File: config.mk
export PLATFORM = sky130hd
export DESIGN_NAME = spi_reg_bank
export DESIGN_NICKNAME = d
export VERILOG_FILES = /design/src/rtl/spi_reg_bank_pkg.sv /design/src/rtl/spi_sync_edge.sv /design/src/rtl/spi_reg_bank.sv
export SDC_FILE = /design/constraint.sdc
export NUM_CORES = 1
export LEC_CHECK = 0
export CORE_ASPECT_RATIO = 1.5
export CORE_MARGIN = 3
export CORE_UTILIZATION = 46
export DETAILED_ROUTE_END_ITERATION = 7
export PLACE_DENSITY = 0.74
export SYNTH_ARGS = -nofsm -noshare
export SYNTH_HDL_FRONTEND = slang
export SYNTH_HIERARCHICAL = 1
export SYNTH_SLANG_ARGS = --single-unit
File: constraint.sdc
create_clock -name clk -period 2.02 [get_ports clk]
set_input_delay 0.404 -clock clk [delete_from_list [all_inputs] [get_ports clk]]
set_output_delay 0.404 -clock clk [all_outputs]
set_load 0.05 [all_outputs]
File: src/rtl/spi_reg_bank_pkg.sv
// spi_reg_pkg: shared FSM state type and frame geometry for the SPI register bank.
package spi_reg_pkg;

    localparam int ADDR_W  = 7;
    localparam int HDR_LEN = 8;

    typedef enum logic [1:0] {IDLE, HDR, DATA, DONE} state_t;

    function automatic int frame_len(input int dataW);
        return HDR_LEN + dataW;
    endfunction

endpackage

File: src/rtl/spi_sync_edge.sv
// spi_sync_edge: SYNC_STAGES-deep synchroniser for one async SPI line,
// followed by an edge-detect flop that yields 1-clk rise/fall strobes.
module spi_sync_edge #(
    parameter int SYNC_STAGES = 2
) (
    input  logic clk,
    input  logic rst,
    input  logic d_async,
    output logic q,
    output logic rise,
    output logic fall
);

    logic [SYNC_STAGES-1:0] r_sync;
    logic                   r_prev;

    // Chain resets low so a line held low through reset never produces a fall.
    always_ff @(posedge clk) begin
        if (rst) begin
            r_sync <= '0;
            r_prev <= 1'b0;
        end else begin
            r_sync <= {r_sync[SYNC_STAGES-2:0], d_async};
            r_prev <= r_sync[SYNC_STAGES-1];
        end
    end

    assign q    = r_sync[SYNC_STAGES-1];
    assign rise = q & ~r_prev;
    assign fall = ~q & r_prev;

endmodule

File: src/rtl/spi_reg_bank.sv
// spi_reg_bank: SPI mode-0 peripheral exposing NUM_REGS x DATA_W control registers.
// Define SPI_READBACK_EN to build the cipo read path; otherwise cipo is tied low.
module spi_reg_bank
    import spi_reg_pkg::*;
#(
    parameter int                NUM_REGS    = 5,
    parameter int                DATA_W      = 8,
    parameter int                SYNC_STAGES = 2,
    parameter logic [DATA_W-1:0] RESET_VAL   = '0
) (
    input  logic                         clk,
    input  logic                         rst,
    input  logic                         sclk,
    input  logic                         cs_n,
    input  logic                         copi,
    output logic                         cipo,
    output logic [NUM_REGS*DATA_W-1:0]   regs_out,
    output logic                         wr_pulse,
    output logic [ADDR_W-1:0]            wr_addr,
    output logic                         frame_err
);

    localparam int FRAME_LEN = frame_len(DATA_W);
    localparam int CNT_W     = $clog2(FRAME_LEN + 1);
    localparam int SHREG_W   = (DATA_W > HDR_LEN) ? DATA_W : HDR_LEN;

    localparam logic [CNT_W-1:0]  CNT_HDR_LAST   = CNT_W'(HDR_LEN - 1);
    localparam logic [CNT_W-1:0]  CNT_HDR        = CNT_W'(HDR_LEN);
    localparam logic [CNT_W-1:0]  CNT_FRAME_LAST = CNT_W'(FRAME_LEN - 1);
    localparam logic [CNT_W-1:0]  CNT_FRAME      = CNT_W'(FRAME_LEN);
    localparam logic [ADDR_W:0]   NUM_REGS_EXT   = (ADDR_W + 1)'(NUM_REGS);

    logic w_sclkQ, w_sclkRise, w_sclkFall;
    logic w_csQ, w_csRise, w_csFall;
    logic w_copiQ, w_copiRise, w_copiFall;

    spi_sync_edge #(.SYNC_STAGES(SYNC_STAGES)) u_syncSclk (
        .clk(clk), .rst(rst), .d_async(sclk),
        .q(w_sclkQ), .rise(w_sclkRise), .fall(w_sclkFall)
    );

    spi_sync_edge #(.SYNC_STAGES(SYNC_STAGES)) u_syncCs (
        .clk(clk), .rst(rst), .d_async(cs_n),
        .q(w_csQ), .rise(w_csRise), .fall(w_csFall)
    );

    spi_sync_edge #(.SYNC_STAGES(SYNC_STAGES)) u_syncCopi (
        .clk(clk), .rst(rst), .d_async(copi),
        .q(w_copiQ), .rise(w_copiRise), .fall(w_copiFall)
    );

    state_t              r_state, w_nextState;
    logic [CNT_W-1:0]    r_bitCnt;
    logic [SHREG_W-1:0]  r_shreg, w_shiftVal;
    logic                r_rw;
    logic [ADDR_W-1:0]   r_addr;
    logic                r_overrun;
    logic [DATA_W-1:0]   r_regs [NUM_REGS];

    logic w_frameEnd, w_shift, w_cntFull, w_addrOk, w_commit, w_err;

    always_ff @(posedge clk) begin
        if (rst) r_state <= IDLE;
        else     r_state <= w_nextState;
    end

    // A cs_n rise outranks a simultaneous sclk rise, so that edge is dropped.
    always_comb begin
        w_nextState = r_state;
        w_shiftVal  = {r_shreg[SHREG_W-2:0], w_copiQ};
        w_frameEnd  = (r_state != IDLE) && w_csRise;
        w_shift     = (r_state != IDLE) && !w_csRise && w_sclkRise;
        w_cntFull   = (r_bitCnt == CNT_FRAME);
        w_addrOk    = ({1'b0, r_addr} < NUM_REGS_EXT);
        w_commit    = w_frameEnd && r_rw && w_cntFull && !r_overrun && w_addrOk;
        w_err       = w_frameEnd && !w_commit && !(!r_rw && w_cntFull && !r_overrun);
        case (r_state)
            IDLE: if (w_csFall) w_nextState = HDR;
            HDR: begin
                if (w_csRise)                                   w_nextState = IDLE;
                else if (w_sclkRise && r_bitCnt == CNT_HDR_LAST) w_nextState = DATA;
            end
            DATA: begin
                if (w_csRise)                                     w_nextState = IDLE;
                else if (w_sclkRise && r_bitCnt == CNT_FRAME_LAST) w_nextState = DONE;
            end
            DONE: if (w_csRise) w_nextState = IDLE;
            default: w_nextState = IDLE;
        endcase
    end

    always_ff @(posedge clk) begin
        if (rst) begin
            r_bitCnt  <= '0;
            r_shreg   <= '0;
            r_rw      <= 1'b0;
            r_addr    <= '0;
            r_overrun <= 1'b0;
            wr_pulse  <= 1'b0;
            frame_err <= 1'b0;
            wr_addr   <= '0;
            for (int i = 0; i < NUM_REGS; i++) r_regs[i] <= RESET_VAL;
        end else begin
            wr_pulse  <= w_commit;
            frame_err <= w_err;
            if (r_state == IDLE && w_csFall) begin
                r_bitCnt  <= '0;
                r_shreg   <= '0;
                r_rw      <= 1'b0;
                r_addr    <= '0;
                r_overrun <= 1'b0;
            end else if (w_shift) begin
                if (r_state == DONE) begin
                    r_overrun <= 1'b1;
                end else begin
                    r_shreg  <= w_shiftVal;
                    r_bitCnt <= r_bitCnt + 1'b1;
                    if (r_state == HDR && r_bitCnt == CNT_HDR_LAST) begin
                        r_rw   <= w_shiftVal[HDR_LEN-1];
                        r_addr <= w_shiftVal[ADDR_W-1:0];
                    end
                end
            end
            if (w_commit) wr_addr <= r_addr;
            for (int i = 0; i < NUM_REGS; i++) begin
                if (w_commit && r_addr == ADDR_W'(i)) r_regs[i] <= r_shreg[DATA_W-1:0];
            end
        end
    end

    for (genvar g = 0; g < NUM_REGS; g++) begin : g_regsOut
        assign regs_out[g*DATA_W +: DATA_W] = r_regs[g];
    end

    logic w_unused;
    assign w_unused = ^{w_sclkQ, w_csQ, w_copiRise, w_copiFall, r_shreg[SHREG_W-1]};

`ifdef SPI_READBACK_EN
    logic [DATA_W-1:0] r_tx, w_rdVal;
    logic              r_cipo;

    always_comb begin
        w_rdVal = '0;
        for (int i = 0; i < NUM_REGS; i++) begin
            if (r_addr == ADDR_W'(i)) w_rdVal = r_regs[i];
        end
    end

    // Load on the first sclk fall after header bit 8, then shift on every later fall.
    always_ff @(posedge clk) begin
        if (rst || w_frameEnd) begin
            r_tx   <= '0;
            r_cipo <= 1'b0;
        end else if (w_sclkFall && !r_rw && r_state == DATA && r_bitCnt == CNT_HDR) begin
            r_cipo <= w_rdVal[DATA_W-1];
            r_tx   <= w_rdVal << 1;
        end else if (w_sclkFall && !r_rw && (r_state == DATA || r_state == DONE)
                     && r_bitCnt > CNT_HDR) begin
            r_cipo <= r_tx[DATA_W-1];
            r_tx   <= r_tx << 1;
        end
    end

    assign cipo = r_cipo;
`else
    logic w_unusedRb;
    assign w_unusedRb = w_sclkFall;
    assign cipo       = 1'b0;
`endif

endmodule

==> results.md <==
* WP depth at 1
* Crit path launch type: flip-flop
* Worst-skew pair later-pin latency at 0.35 ns
* Cell Chain, Critical Path: clkdlybuf4s50_1
* Cell Count, Final, Fillers Out at around 380
* Tcrit/Tclk final at 0.948
* Fmax at 0.522 GHz
* Die Width at a little over 70 µm
* Core area at a little over 6000 µm²
* Initial Util at 0.475
* Diodes inserted at 0
* DP HPWL at 4060 µm
* MaxCap Viol Count at 0
* CTS tree: done
* Nets@finish at 312
* Worst slew margin at 0.646
* Setup TNS Final at 0 ns
* Dpl cells at about 370
* Grt total ovfl at 0
* Row cnt at 35
* RD Place Congestion at about 0.84
* Syn_area_per_cell at 13.0 µm²
* Slowest CP cell: clkdlybuf4s50_1
* Final setup fails at 0
* CP Data Required Time at roughly 1.6 ns
* Fraction of layout cells with a size suffix above 1 at 0.152
* TritonCTS Sinks at ~80
* Worst path max stage delay at roughly 0.81 ns
* Yosys warning count at 6
* WL final at 5340 µm
* Root Driver: clkbuf_8
* Post-DR wirelength/cell at 13.9 µm
* CP arrival at approximately 1.5 ns
* Worst-path clk slew at 0.08 ns
* Crit-path leading delay family: buffers and inverters
* DIE HEIGHT at about 100 µm
* H-tree depth at 3
* Drt initial violations at between 90 and 100
* Post-CTS Repair Setup Buffers at 0
* Vias/cell at 4.94
* Largest net degree at the start of global routing at 17
* CP bufs+invs at 1
* Synthesized area at slightly below 3000 µm²
* Num CTS Buffers at 9
* RSZ-0062 raised after global routing: false
* Cells after Synth at between 200 and 250
* Synth Net Count at 234
* Initial antenna violation count at 0
* GRT Total Usage at 0.161
* Leak pwr at around 1.5 nW
* Crit path max fanout at 1
* PostCTS Resize Cnt at 0
* Die Area at ~7400 µm²
* Final hold vios at 0
* Worst-case hold slack at 0.442 ns
* Number of nets still failing antenna checks after routing at 0
* Minimum clock period at approximately 1.9 ns
* Design area at around 4000 µm²
* Cell depth of the worst flop-to-flop path at 5
* Util after Layout at 0.640
* Vias in the first global route at a little under 2000
* DRC at 0
* Hold WC Path Type: reg -> reg
* Hold Buf Count CTS at 0
* Worst Skew at approximately 0.010 ns
* IO buf count at between 50 and 60
* Slew @ Worst Pin at 0.530 ns
* Hold Path Depth at 1
* DR pass1 iterations at 4
* Power Density at 829 nW/µm²
* First-pass GRT wire length at 9060 µm
* CTS Buffer Depth at 2
* Maximum vdd drop at slightly below 600 µV
* Setup CP Type: reg -> out
* Setup crit end kind: primary output
* Status: finished clean
* Fin. max-slew vios at 0
* Detailed-route via count at about 1900
* Layout Area Growth over Synthesis at 34.8%
* I/O pin total at 55
* Post-Place Cell Area at about 3700 µm²
-- routing by layer --
layer	vias to the layer above	share of wire	GRT usage
li1	957	-	-
met1	883	0.39	0.162
met2	45	0.54	0.288
met3	8	0.056	0.0524
met4	0	0.022	0.0766
met5	-	0	0
-- where the power goes --
group / switching, mW / internal, mW / total (mW)
Sequential: 0.0105 / 1.75 / 1.76
Clock: 0.565 / 0.702 / 1.27
Combinational: 0.162 / 0.0864 / 0.248
Total: 0.737 / 2.54 / 3.28
-- cell type report --
| class | count | area, µm² |
|---|---|---|
| multi-input combinational | 131 | 848 |
| fill | 463 | 2220 |
| clock inverter | 6 | 91.3 |
| tap | 74 | 92.6 |
| inverter | 5 | 18.8 |
| sequential | 81 | 2020 |
| clock buffer | 10 | 128 |
| timing repair buffer | 76 | 753 |
-- sequential cells by signal, indices dropped and copies added (netlist names), 2 cells and up --
register,flops
r_regs,40
r_state,2
u_syncCs/r_sync,2
r_shreg,8
u_syncSclk/r_sync,2
r_bitCnt,5
u_syncCopi/r_sync,2
r_addr,7
wr_addr,7
-- worst paths after layout --
path / endpoint / from / slack [ns]
setup / recovery: regs_out[4] / r_regs[0][4] / 0.11
hold / removal: u_syncCopi/r_sync[1] / u_syncCopi/r_sync[0] / 0.44
setup reg to reg: r_regs[0][9] / r_addr[6] / 0.18
hold reg to reg: u_syncCopi/r_sync[1] / u_syncCopi/r_sync[0] / 0.44
-- cells in the final DEF, fill, tap and decap left out, drive strengths merged, types with 3 or more instances in the layout --
master         count
clkdlybuf4s50     53
dfxtp             41
edfxtp            40
buf               23
nand2             20
nor2              17
a21oi             14
nor2b             12
clkbuf            10
mux2i              9
and2               8
inv                6
nor3b              5
nor3               5
a21o               3
xnor2              3
ha                 3
nor4b              3
o21ai              3
clkinv             3
-- through the flow --
step	total power, mW	setup slack, ns
global placement	2.05	0.105
detailed placement	2.05	0.0806
finish	3.28	0.105
floorplan	1.95	0.132
global route	3.40	0.0520
CTS	3.31	0.0799
No activity file was read; power rests on OpenSTA's default activity.
